### config.mk
export PLATFORM = sky130hd
export DESIGN_NAME = word_array_ctrl_flat
export DESIGN_NICKNAME = d
export VERILOG_FILES = /design/src/rtl/word_array_ctrl_if.sv /design/src/rtl/word_array_ctrl.sv /design/src/flat_wrapper.sv
export SDC_FILE = /design/constraint.sdc
export NUM_CORES = 1
export LEC_CHECK = 0
export BUFFER_PORTS_ARGS = -buffer_cell sky130_fd_sc_hd__buf_4
export CORE_UTILIZATION = 55
export CTS_CLUSTER_SIZE = 30
export DETAILED_ROUTE_END_ITERATION = 6
export PLACE_DENSITY = 0.76
export SYNTH_ARGS = -nofsm -noshare
export SYNTH_HDL_FRONTEND = slang
export SYNTH_SLANG_ARGS = --single-unit
export TNS_END_PERCENT = 50
### constraint.sdc
create_clock -name clk -period 5.15 [get_ports clk]
set_clock_uncertainty 0.15 [all_clocks]
set_input_delay 1.03 -clock clk [delete_from_list [all_inputs] [get_ports clk]]
set_output_delay 1.03 -clock clk [all_outputs]
set_load 0.05 [all_outputs]
### src/rtl/word_array_ctrl_if.sv
// Request/response and debug-peek bundle for word_array_ctrl.
interface word_array_if #(
   parameter int WIDTH  = 8,
   parameter int ADDR_W = 4
);
   logic              sel;
   logic [1:0]        op;
   logic              req_valid;
   logic              req_ready;
   logic [ADDR_W-1:0] addr;
   logic [WIDTH-1:0]  in_bus;
   logic [WIDTH-1:0]  out_bus;
   logic              out_valid;
   logic              err;
   logic              busy;
   logic [ADDR_W-1:0] dbg_addr;
   logic [WIDTH-1:0]  dbg_data;

   modport master (
      output sel, op, req_valid, addr, in_bus, dbg_addr,
      input  req_ready, out_bus, out_valid, err, busy, dbg_data
   );

   modport slave (
      input  sel, op, req_valid, addr, in_bus, dbg_addr,
      output req_ready, out_bus, out_valid, err, busy, dbg_data
   );
endinterface

### src/rtl/word_array_ctrl.sv
// Word array controller: DEPTH x WIDTH storage with handshaked read/write,
// a sequenced clear-all, registered read data and a combinational peek port.
//
// state | meaning
// IDLE  | accepting requests (req_ready=1)
// CLEAR | zeroing one word per cycle, requests stalled (busy=1)
module word_array_ctrl #(
   parameter int WIDTH = 8,
   parameter int DEPTH = 16
) (
   input logic        clk,
   input logic        rst,
   word_array_if.slave bus
);
   localparam int ADDR_W = (DEPTH > 1) ? $clog2(DEPTH) : 1;
   localparam logic [ADDR_W:0]   DEPTH_L = (ADDR_W+1)'(DEPTH);
   localparam logic [ADDR_W-1:0] LAST    = ADDR_W'(DEPTH - 1);

   localparam logic [1:0] OP_READ  = 2'b00;
   localparam logic [1:0] OP_WRITE = 2'b01;
   localparam logic [1:0] OP_CLEAR = 2'b10;

   typedef enum logic {IDLE, CLEAR} state_t;

   state_t            state, state_nxt;
   logic [ADDR_W-1:0] clr_cnt;
   logic [WIDTH-1:0]  mem [DEPTH];
   logic              accept;
   logic              addr_ok;
   logic              dbg_ok;

   assign bus.req_ready = (state == IDLE) & ~rst;
   assign bus.busy      = (state == CLEAR);
   assign accept        = bus.req_valid & bus.sel & (state == IDLE);
   assign addr_ok       = {1'b0, bus.addr} < DEPTH_L;
   assign dbg_ok        = {1'b0, bus.dbg_addr} < DEPTH_L;
   assign bus.dbg_data  = dbg_ok ? mem[bus.dbg_addr] : '0;

   // State register
   always_ff @(posedge clk or posedge rst) begin
      if (rst) state <= IDLE;
      else     state <= state_nxt;
   end

   // Next state: clear-all runs until the last word has been zeroed
   always_comb begin
      state_nxt = state;
      case (state)
         IDLE:  if (accept && bus.op == OP_CLEAR) state_nxt = CLEAR;
         CLEAR: if (clr_cnt == LAST) state_nxt = IDLE;
         default: state_nxt = IDLE;
      endcase
   end

   // Clear sweep counter, parked at zero outside CLEAR
   always_ff @(posedge clk or posedge rst) begin
      if (rst)                                clr_cnt <= '0;
      else if (state == CLEAR && clr_cnt != LAST) clr_cnt <= clr_cnt + 1'b1;
      else                                    clr_cnt <= '0;
   end

   // Storage: clear sweep or accepted in-range write
   always_ff @(posedge clk or posedge rst) begin
      if (rst) begin
         for (int i = 0; i < DEPTH; i++) mem[i] <= '0;
      end else if (state == CLEAR) begin
         mem[clr_cnt] <= '0;
      end else if (accept && bus.op == OP_WRITE && addr_ok) begin
         mem[bus.addr] <= bus.in_bus;
      end
   end

   // Read data register and single-cycle valid/error pulses
   always_ff @(posedge clk or posedge rst) begin
      if (rst) begin
         bus.out_bus   <= '0;
         bus.out_valid <= 1'b0;
         bus.err       <= 1'b0;
      end else begin
         bus.out_valid <= 1'b0;
         bus.err       <= 1'b0;
         if (accept && bus.op == OP_READ) begin
            bus.out_valid <= 1'b1;
            if (addr_ok) begin
               bus.out_bus <= mem[bus.addr];
            end else begin
               bus.out_bus <= '0;
               bus.err     <= 1'b1;
            end
         end else if (accept && bus.op == OP_WRITE && !addr_ok) begin
            bus.err <= 1'b1;
         end
      end
   end
endmodule

### src/flat_wrapper.sv
// flat-port wrapper written by rule: the top's interface ports become plain ports
module word_array_ctrl_flat 
#(
   parameter int WIDTH = 8,
   parameter int DEPTH = 16
)
  (clk, rst, bus_sel, bus_op, bus_req_valid, bus_addr, bus_in_bus, bus_dbg_addr, bus_req_ready, bus_out_bus, bus_out_valid, bus_err, bus_busy, bus_dbg_data);
  word_array_if #(.WIDTH(WIDTH), .ADDR_W(4)) bus_i ();
  input logic clk;
  input logic rst;
  input wire logic [$bits(bus_i.sel)-1:0] bus_sel;
  input wire logic [$bits(bus_i.op)-1:0] bus_op;
  input wire logic [$bits(bus_i.req_valid)-1:0] bus_req_valid;
  input wire logic [$bits(bus_i.addr)-1:0] bus_addr;
  input wire logic [$bits(bus_i.in_bus)-1:0] bus_in_bus;
  input wire logic [$bits(bus_i.dbg_addr)-1:0] bus_dbg_addr;
  output wire logic [$bits(bus_i.req_ready)-1:0] bus_req_ready;
  output wire logic [$bits(bus_i.out_bus)-1:0] bus_out_bus;
  output wire logic [$bits(bus_i.out_valid)-1:0] bus_out_valid;
  output wire logic [$bits(bus_i.err)-1:0] bus_err;
  output wire logic [$bits(bus_i.busy)-1:0] bus_busy;
  output wire logic [$bits(bus_i.dbg_data)-1:0] bus_dbg_data;
  assign bus_i.sel = bus_sel;
  assign bus_i.op = bus_op;
  assign bus_i.req_valid = bus_req_valid;
  assign bus_i.addr = bus_addr;
  assign bus_i.in_bus = bus_in_bus;
  assign bus_i.dbg_addr = bus_dbg_addr;
  assign bus_req_ready = bus_i.req_ready;
  assign bus_out_bus = bus_i.out_bus;
  assign bus_out_valid = bus_i.out_valid;
  assign bus_err = bus_i.err;
  assign bus_busy = bus_i.busy;
  assign bus_dbg_data = bus_i.dbg_data;
  word_array_ctrl #(.WIDTH(WIDTH), .DEPTH(DEPTH)) u_core (.clk(clk), .rst(rst), .bus(bus_i));
endmodule
# After elaboration in Yosys (flattened, before gate mapping)
# Cells that the tools add are included.
op_classes:
  add_sub_neg: 1
  n_bitwise: 10
  n_reduce_logical: 8
  n_lt_le_gt_ge: 5
  muxes: 18
  eq_ne: 4
ops:
  columns: ["op", "count"]
  rows:
  - ["2-to-1 mux 128 bit", 2]
  - ["AND 128 bit", 1]
  - ["bitwise mux 128 bit", 1]
  - ["inverter 128 bit", 1]
  - ["binary-select mux 8 bit (select 4 bit)", 2]
  - ["demux 8 bit (select 4 bit)", 2]
  - ["2-to-1 mux 8 bit", 6]
  - [">= comparator 5 bit, second input constant", 3]
  - ["inverter 4 -> 5 bit", 3]
  - ["less-than comparator 5 x 1 -> 1 bit, second input constant", 2]
  - ["logical AND 1 bit", 6]
  - ["adder 4 x 1 -> 4 bit, second input constant", 1]
  - ["== test 4 bit, second input constant", 1]
  - ["2-to-1 mux 4 bit", 1]
  - ["!= test 4 bit, second input constant", 1]
  - ["AND 1 bit", 3]
  - ["2-to-1 mux 1 bit", 3]
  - ["== test 2 x 1 -> 1 bit, second input constant", 1]
  - ["== test 2 bit, second input constant", 1]
  - ["logical NOT 2 bit", 1]
  - ["inverter 1 bit", 2]
  - ["case mux 1 bit (2 select lines)", 1]
  - ["nonzero test 2 bit", 1]
totals:
  elab_cells: 66
  out_inout_bits: 20
  inputBits: 22
  reg_bits: 142

# Longest topological paths before layout
# Gate-level depths: netlist of the first run.
logic_depth:
  ltp_word: 8
  depth_mapped: 7
  ltp_nobuf: 4

# Worst setup path after synthesis of the first run
# No wires, ideal clock.
synth_timing:
  kind: "input -> output"
  start: "input bus_dbg_addr[0]"
  end: "output bus_dbg_data[0]"
  arrival_time_ns: 2.693
  t_required_ns: 3.970
  cell_stages: 4
  path_buffers: 2
  slack_ns: 1.277
  path_cell_list: "clkbuf_1 > buf_2 > mux4_2 > mux4_2"
synth_via:
  elab_chain_len: 4
synth_lines:
  columns: ["item", "line_no", "rtl"]
  rows:
  - ["start, declared", "flat_wrapper.sv:16", "input wire logic [$bits(bus_i.dbg_addr)-1:0] bus_dbg_addr;"]
  - ["inverter 4 -> 5 bit (not written as such)", "word_array_ctrl.sv:37", "assign bus.dbg_data = dbg_ok ? mem[bus.dbg_addr] : '0;"]
  - ["binary-select mux 8 bit (select 4 bit)", "word_array_ctrl.sv:37", null]
  - ["2-to-1 mux 8 bit (not written as such) (2 in series)", "word_array_ctrl.sv:37", null]
  - ["end, declared", "flat_wrapper.sv:22", "output wire logic [$bits(bus_i.dbg_data)-1:0] bus_dbg_data;"]
# No other way between the ends. The select of a mux whose other input is x is not followed.

# Worst setup path after layout of the first run
layout_timing:
  start: "input bus_dbg_addr[0]"
  end: "output bus_dbg_data[3]"
# Same word-level chain as after synthesis.

==> out/qor.txt, run 1 <==
die span in x -> 119 µm
synth unique cells -> 41
DIE HEIGHT -> 119 µm
hpwl dp -> 14,500 µm
min cycle time layout -> 4000 ps
hold path startpoint -> u_core.mem[77]
Synth Cell Area -> 7530 µm²
DRC Markers -> 0
Core Area -> 13,300 µm²
CP max-delay cell -> mux4_2
largest net degree at the start of global routing -> 115
vias per inst -> 7.46
register-to-register setup slack -> 2590 ps
worst endpoint required time -> 3970 ps
kind of critical path -> input port to output pin
drt pass-1 iters -> 6
layout cells sized above 1 -> 27.8%
Rows -> 42
Post-Layout Cell Count -> 747
Final #Nets -> 585
Worst path max stage delay -> 570 ps
crit-path leading delay family -> multiplexers
RR Endpoint -> u_core.mem[124]
Final Max Tran Viols -> 0
crit start category -> input port
Total GRT Usage -> 32.1%
syn nets -> 574
Clock Tree Root -> clkbuf_16
max cap viols -> 0
WL/cell -> 28.4 µm
R2R depth -> 4
WHS Path Cells -> 1
H-tree levels -> 4
critical path, cell by cell -> buf_4, mux4_2, mux4_2, buf_4
Initial Util -> 56.7%
R2R Path Start -> u_core.bus.busy
setup total negative slack -> 0 ps
Period Utilization, post-route -> 77.6%
CTS tree -> yes
Worst-Margin Slew -> 1020 ps
I/O pin cnt -> 42
area grow syn2layout -> 12.6%
die area -> 14,200 µm²
Post-CTS Setup Bufs -> 0
crit-path max FO -> 32
gr ovfl total -> 0
Synth Area per Inst -> 13.8 µm²
routed wire length -> 21,300 µm
Ant. Diodes -> 0
CTS Sinks -> 142
leakage -> 3.80 nW
outcome -> finished clean
Routed Antenna Nets -> 0
Syn Inst Count -> 547
placer congestion estimate -> 0.940
clock latency on the worst-skew pair -> 430 ps
HP Class -> flop to flop
Synth warnings -> 0
Fin. Hold Viols -> 0
Buf/Inv on CP -> 2
initial antenna violation count -> 0
Seq cells post-synth -> 142
# hold bufs at CTS -> 0
1st-iter DRT viols -> 797
commonest non-fill, non-tap cell in the layout -> dfrtp_1
first-pass GRT wire length -> 33,300 µm
total number of vias -> 5,571
port bufs -> 40
WHS Endpoint -> u_core.mem[77]
commonest cells after routing, fill and taps aside -> dfrtp_1, a22o_1, mux4_2, mux2i_1, buf_4
Crit. End Element -> output pin
Max VDD drop -> 338 µV
vias in the first global route -> 5,495
dpl cells -> 715
achievable clock frequency -> 0.250 GHz
Arr. time, crit path -> 2820 ps
post-CTS sizing -> 0
Final setup viols -> 0
Worst-path clk slew -> 60 ps
Pwr Density -> 391 nW/µm²
clk buf depth -> 2
Slew HR -> 31.9%
RSZ-0062 raised after global routing -> false
register area share after synthesis -> 47.2%
CTS Buf Count -> 17
==> report_power, final <==
part / internal (mW) / leakage (nW) / switching, mW
clock network: 0.872 / 0.314 / 0.470
logic: 0.226 / 1.54 / 0.432
registers: 1.21 / 1.95 / 0.108
total: 2.31 / 3.80 / 1.01
==> per-stage QoR <==
step           hold WS [ps]  util (%)  cell area (µm²)  total power [mW]  setup WS (ps)
6_report                367      63.8             8480              3.32           1150
5_1_grt                 396      63.8             8480              3.43           1060
4_1_cts                 374      63.8             8480              3.32           1130
3_5_place_dp            353      58.9             7830              1.98           1140
3_3_place_gp            351      58.9             7830              1.96           1180
2_1_floorplan           327         -             7530              1.78            160
==> registers in the layout (all words and copies together), names as in the netlist <==
signal / cells
u_core.mem: 128
u_core.bus.out_bus: 8
u_core.clr_cnt: 4
u_core.bus.busy: 1
u_core.bus.out_valid: 1
==> metal layers <==
layer  track usage (%)  share of wire (%)  up-vias
met1              43.6                 40     2883
met5                 0                  0        -
met3              6.90                7.9       81
li1                  -                  -     2233
met4              15.7                4.5        0
met2              49.1                 48      374
==> logic make-up after synthesis <==
| logic type | Yosys count | share of synthesized area (%) |
|---|---|---|
| multiplexers | 96 | 20.7 |
| AO/OA/AOI/OAI | 185 | 20.2 |
| adder cells (fa/ha/maj) | 5 | 0.830 |
| XOR/XNOR | 2 | 0.233 |
| AND/OR/NAND/NOR | 60 | 7.19 |
| other | 1 | 0.0498 |
| flip-flops | 142 | 47.2 |
| buffers and inverters | 56 | 3.60 |
==> layout make-up <==
cell class,count,area (µm²)
fill,960,4810
sequential,142,3550
multi-input combinational,349,3710
tap,176,220
clock buffer,22,494
timing repair buffer,43,323
inverter,5,23.8
clock inverter,10,158
==> Yosys cell counts <==
library cell  count  area share, %
a21oi_1           2           0.13
a21oi_2          14            1.6
a221oi_1          8           0.93
a22o_1          128             15
a31oi_1           8           0.66
and2_1            1          0.083
and3_1            2           0.17
and3b_1           1           0.12
buf_1            13           0.65
buf_2            13           0.86
buf_4             6           0.60
buf_6             3           0.45
clkbuf_1         16           0.80
conb_1            1          0.050
dfrtp_1         142             47
ha_1              5           0.83
inv_1             4           0.20
inv_2             1          0.050
mux2i_1          48            6.4
mux4_2           48             14
nand2_1           4           0.20
nand2b_1          1          0.083
nand3_1           3           0.20
nand3b_1          2           0.20
nand3b_2          1           0.15
nand4b_1          1           0.12
nor2_1           21            1.0
nor2b_1           1          0.083
nor3_4            8            1.7
nor3b_2           1           0.17
nor4_2            1           0.17
nor4_4            8            2.3
o21ai_0           5           0.33
o21ai_1           3           0.20
o22ai_1          16            1.3
o41ai_1           1           0.12
or3_1             1          0.083
or3b_1            2           0.23
or3b_2            1           0.12
xnor2_1           1           0.12
xor2_1            1           0.12
==> how the worst max path moves through the flow <==
stage | startpoint | endpoint | cells past startpoint
finish | bus_dbg_addr[0] | bus_dbg_data[3] | 4
global route | bus_dbg_addr[0] | bus_dbg_data[3] | 4
CTS | bus_dbg_addr[0] | bus_dbg_data[3] | 4
detailed placement | bus_dbg_addr[0] | bus_dbg_data[3] | 4
global placement | bus_dbg_addr[0] | bus_dbg_data[0] | 4
floorplan | rst | u_core.bus.busy | 1
Note: power is estimated with default switching activity, not from simulation.
==> run 2: changes to the inputs <==
--- a/config.mk
+++ b/config.mk
@@ -5,11 +5,12 @@
 export SDC_FILE = /design/constraint.sdc
 export NUM_CORES = 1
 export LEC_CHECK = 0
+export ABC_AREA = 1
 export BUFFER_PORTS_ARGS = -buffer_cell sky130_fd_sc_hd__buf_4
-export CORE_UTILIZATION = 55
+export CORE_UTILIZATION = 60
 export CTS_CLUSTER_SIZE = 30
 export DETAILED_ROUTE_END_ITERATION = 6
-export PLACE_DENSITY = 0.76
+export PLACE_DENSITY = 0.78
 export SYNTH_ARGS = -nofsm -noshare
 export SYNTH_HDL_FRONTEND = slang
 export SYNTH_SLANG_ARGS = --single-unit
==> constraint.sdc (replaced) <==
create_clock -name clk -period 4 [get_ports clk]
set_clock_uncertainty 0.15 [all_clocks]
set_input_delay 0.8 -clock clk [delete_from_list [all_inputs] [get_ports clk]]
set_output_delay 0.8 -clock clk [all_outputs]
set_load 0.05 [all_outputs]
==> run 2 against run 1 <==
Non-clock buffer count rose by 6. Utilization grew 5.4 points. Power up 33%. Register-to-register slack worse by 1100 ps. Via count increased by 51%. Area after synthesis increased by 7.3%. Worst setup slack got worse by 430 ps. Sequential cell count did not move. Final cell count rose by 79%. Clock power grew 37%. Critical endpoint is now bus_dbg_data[4].
==> out/qor.txt, run 2 <==
leading area contributor after synthesis -> dfrtp_1
die span in x -> 118 µm (-0.80%)
post-CTS sizing -> 0 (unchanged)
share of the synthesized area in the top cell type -> 43.9% (-3.2 points)
routed wire length -> 27,500 µm (+30%)
HP Class -> input port to asynchronous set/reset pin
FFs w/ async S/R, synth -> 100% (unchanged)
drt pass-1 iters -> 7 (+1)
crit start category -> input port
Total GRT Usage -> 40.8% (+8.7 points)
total number of vias -> 8,390 (+51%)
Post-CTS Setup Bufs -> 0 (unchanged)
Power, Total -> 4.41 mW (+33%)
DIE HEIGHT -> 118 µm (-0.80%)
vias per inst -> 6.28 (-16%)
Arr. time, crit path -> 2330 ps (-490 ps)
gr ovfl total -> 0 (unchanged)
top-count cell post-synth -> nand2_1
Synth Cell Area -> 8090 µm² (+7.3%)
register-to-register setup slack -> 1480 ps (-1110 ps)
first-pass GRT wire length -> 42,600 µm (+28%)
Post-synth EDFFs -> 0 (unchanged)
CTS Sinks -> 142 (unchanged)
1st-iter DRT viols -> 1,260 (+58%)
port bufs -> 40 (unchanged)
synth top area cells -> dfrtp_1, nand2_1, nand3_1
synth cell count leaders -> nand2_1, dfrtp_1, inv_1, nand3_1, o22ai_1
XOR/XNOR Fraction of Synth Area -> 0.217% (-0.016 points)
post-synthesis simple-gate area fraction -> 32.6% (+25 points)
syn nets -> 1,159 (+100%)
vias in the first global route -> 7,670 (+40%)
Fin. Hold Viols -> 0 (unchanged)
max cap viols -> 0 (unchanged)
commonest non-fill, non-tap cell in the layout -> nand2_1
hpwl dp -> 17,500 µm (+21%)
Worst-Margin Slew -> 874 ps (-147 ps)
RSZ-0062 raised after global routing -> false
worst endpoint required time -> 3050 ps (-920 ps)
CTS Buf Count -> 17 (unchanged)
Period Utilization, post-route -> 81.9%
Post-Synth Adder-Cell Area -> 0.774% (-0.057 points)
mux cell area share after synthesis -> 0% (-21 points)
synth unique cells -> 31 (-24%)
I/O pin cnt -> 42 (unchanged)
Crit. End Element -> output pin
Synth Area per Inst -> 7.14 µm² (-48%)
Clock Tree Root -> clkbuf_16
commonest cells after routing, fill and taps aside -> nand2_1, dfrtp_1, inv_1
Most used DFF post-synth -> dfrtp_1
Synth warnings -> 0 (unchanged)
Final Max Tran Viols -> 0 (unchanged)
clk buf depth -> 2 (unchanged)
Top Registers -> u_core.mem (128), u_core.bus.out_bus (8), u_core.clr_cnt (4)
achievable clock frequency -> 0.305 GHz
Initial Util -> 61.3% (+4.6 points)
leakage -> 4.61 nW (+21%)
crit-path max FO -> 40 (+25%)
kind of critical path -> input port to output pin
H-tree levels -> 4 (unchanged)
layout cells sized above 1 -> 9.92% (-18 points)
Worst-path clk slew -> 60 ps (about the same)
Syn Inst Count -> 1,132 (+110%)
Pwr Density -> 483 nW/µm² (+24%)
die area -> 13,900 µm² (-1.6%)
Routed Antenna Nets -> 0 (unchanged)
clock latency on the worst-skew pair -> 440 ps (about the same)
Top reg by flops -> u_core.mem
Final #Nets -> 1,174 (+100%)
Synth Area in Compound Gates -> 14.3% (-5.9 points)
register area share after synthesis -> 43.9% (-3.2 points)
Largest register FFs -> 128 (unchanged)
WL/cell -> 20.6 µm (-27%)
CTS tree -> yes
area grow syn2layout -> 12.9%
largest net degree at the start of global routing -> 114 (-0.87%)
Slew HR -> 41.6% (+9.7 points)
Ant. Diodes -> 0 (unchanged)
initial antenna violation count -> 0 (unchanged)
Seq cells post-synth -> 142 (unchanged)
Core Area -> 13,200 µm² (-0.79%)
number of fill cells -> 1,163 (+21%)
outcome -> finished clean
min cycle time layout -> 3280 ps
# hold bufs at CTS -> 0 (unchanged)
DRC Markers -> 0 (unchanged)
main combinational cell family by area after synthesis -> simple AND/OR/NAND/NOR gates
Max VDD drop -> 280 µV (-17%)
setup total negative slack -> 0 ps (unchanged)
placer congestion estimate -> 0.980 (+4.3%)
Rows -> 42 (unchanged)
Final setup viols -> 0 (unchanged)
[run 2: worst max-delay path, cell delays in order]
cell	delay, ps
buf_4	340
buf_4	370
a21oi_1	100
o21ai_0	110
nand3_1	160
nand3_1	160
nand2_1	70
buf_4	190
[run 2: area by class of cell]
cell class              instances  area [µm²]  share of cell area [%]
multi-input cells             825        3870                    42.5
flip-flops and latches        142        3550                    38.9
clock buffers                  21         460                    5.05
inverters                     112         427                    4.68
repair buffers                 49         380                    4.17
well taps                     176         220                    2.41
clock inverters                10         210                    2.30
[run 2: logic make-up (layout without fill, tap and decap cells)]
kind of cell	Yosys count	in the layout
AND/OR/NAND/NOR	628	628
AO/OA/AOI/OAI	189	189
buffers and inverters	165	192
flip-flops	142	142
adder cells (fa/ha/maj)	5	5
XOR/XNOR	2	2
other	1	1
[run 2: metal layers]
metal  up-vias  share of wire, %  GRT usage [%]
met1      3877                37           52.5
met3       152                12           11.1
li1       3736                 -              -
met5         -                 0              0
met2       625                45           61.1
met4         0               6.4           25.0
[run 2: final timing paths]
check                                        endpoint  cells past startpoint       startpoint
min in group clk                      u_core.mem[122]                      2  u_core.mem[122]
max in group asynchronous             u_core.mem[124]                      3              rst
worst max register to register  u_core.bus.out_bus[5]                      6  u_core.bus.busy
worst min-delay path                u_core.clr_cnt[2]                      3              rst
worst max-delay path                  bus_dbg_data[4]                      8  bus_dbg_addr[0]
worst min register to register        u_core.mem[122]                      2  u_core.mem[122]
[run 2: metrics by stage]
step	setup slack, ps	util [%]	hold slack [ps]	cell area [µm²]	cells
2_1_floorplan	1080	-	292	8090	1132
4_1_cts	774	69.2	347	9130	1335
3_3_place_gp	803	64.1	307	8460	1304
3_5_place_dp	781	64.1	331	8460	1304
6_report	725	69.2	336	9130	1335
5_1_grt	662	69.2	359	9130	1335
[run 2: power breakdown]
part	switching [mW]	internal, mW	total [mW]	leakage, nW
sequential	0.109	1.55	1.66	1.95
clock	0.639	1.20	1.84	0.312
combinational	0.672	0.243	0.915	2.35
total	1.42	2.99	4.41	4.61
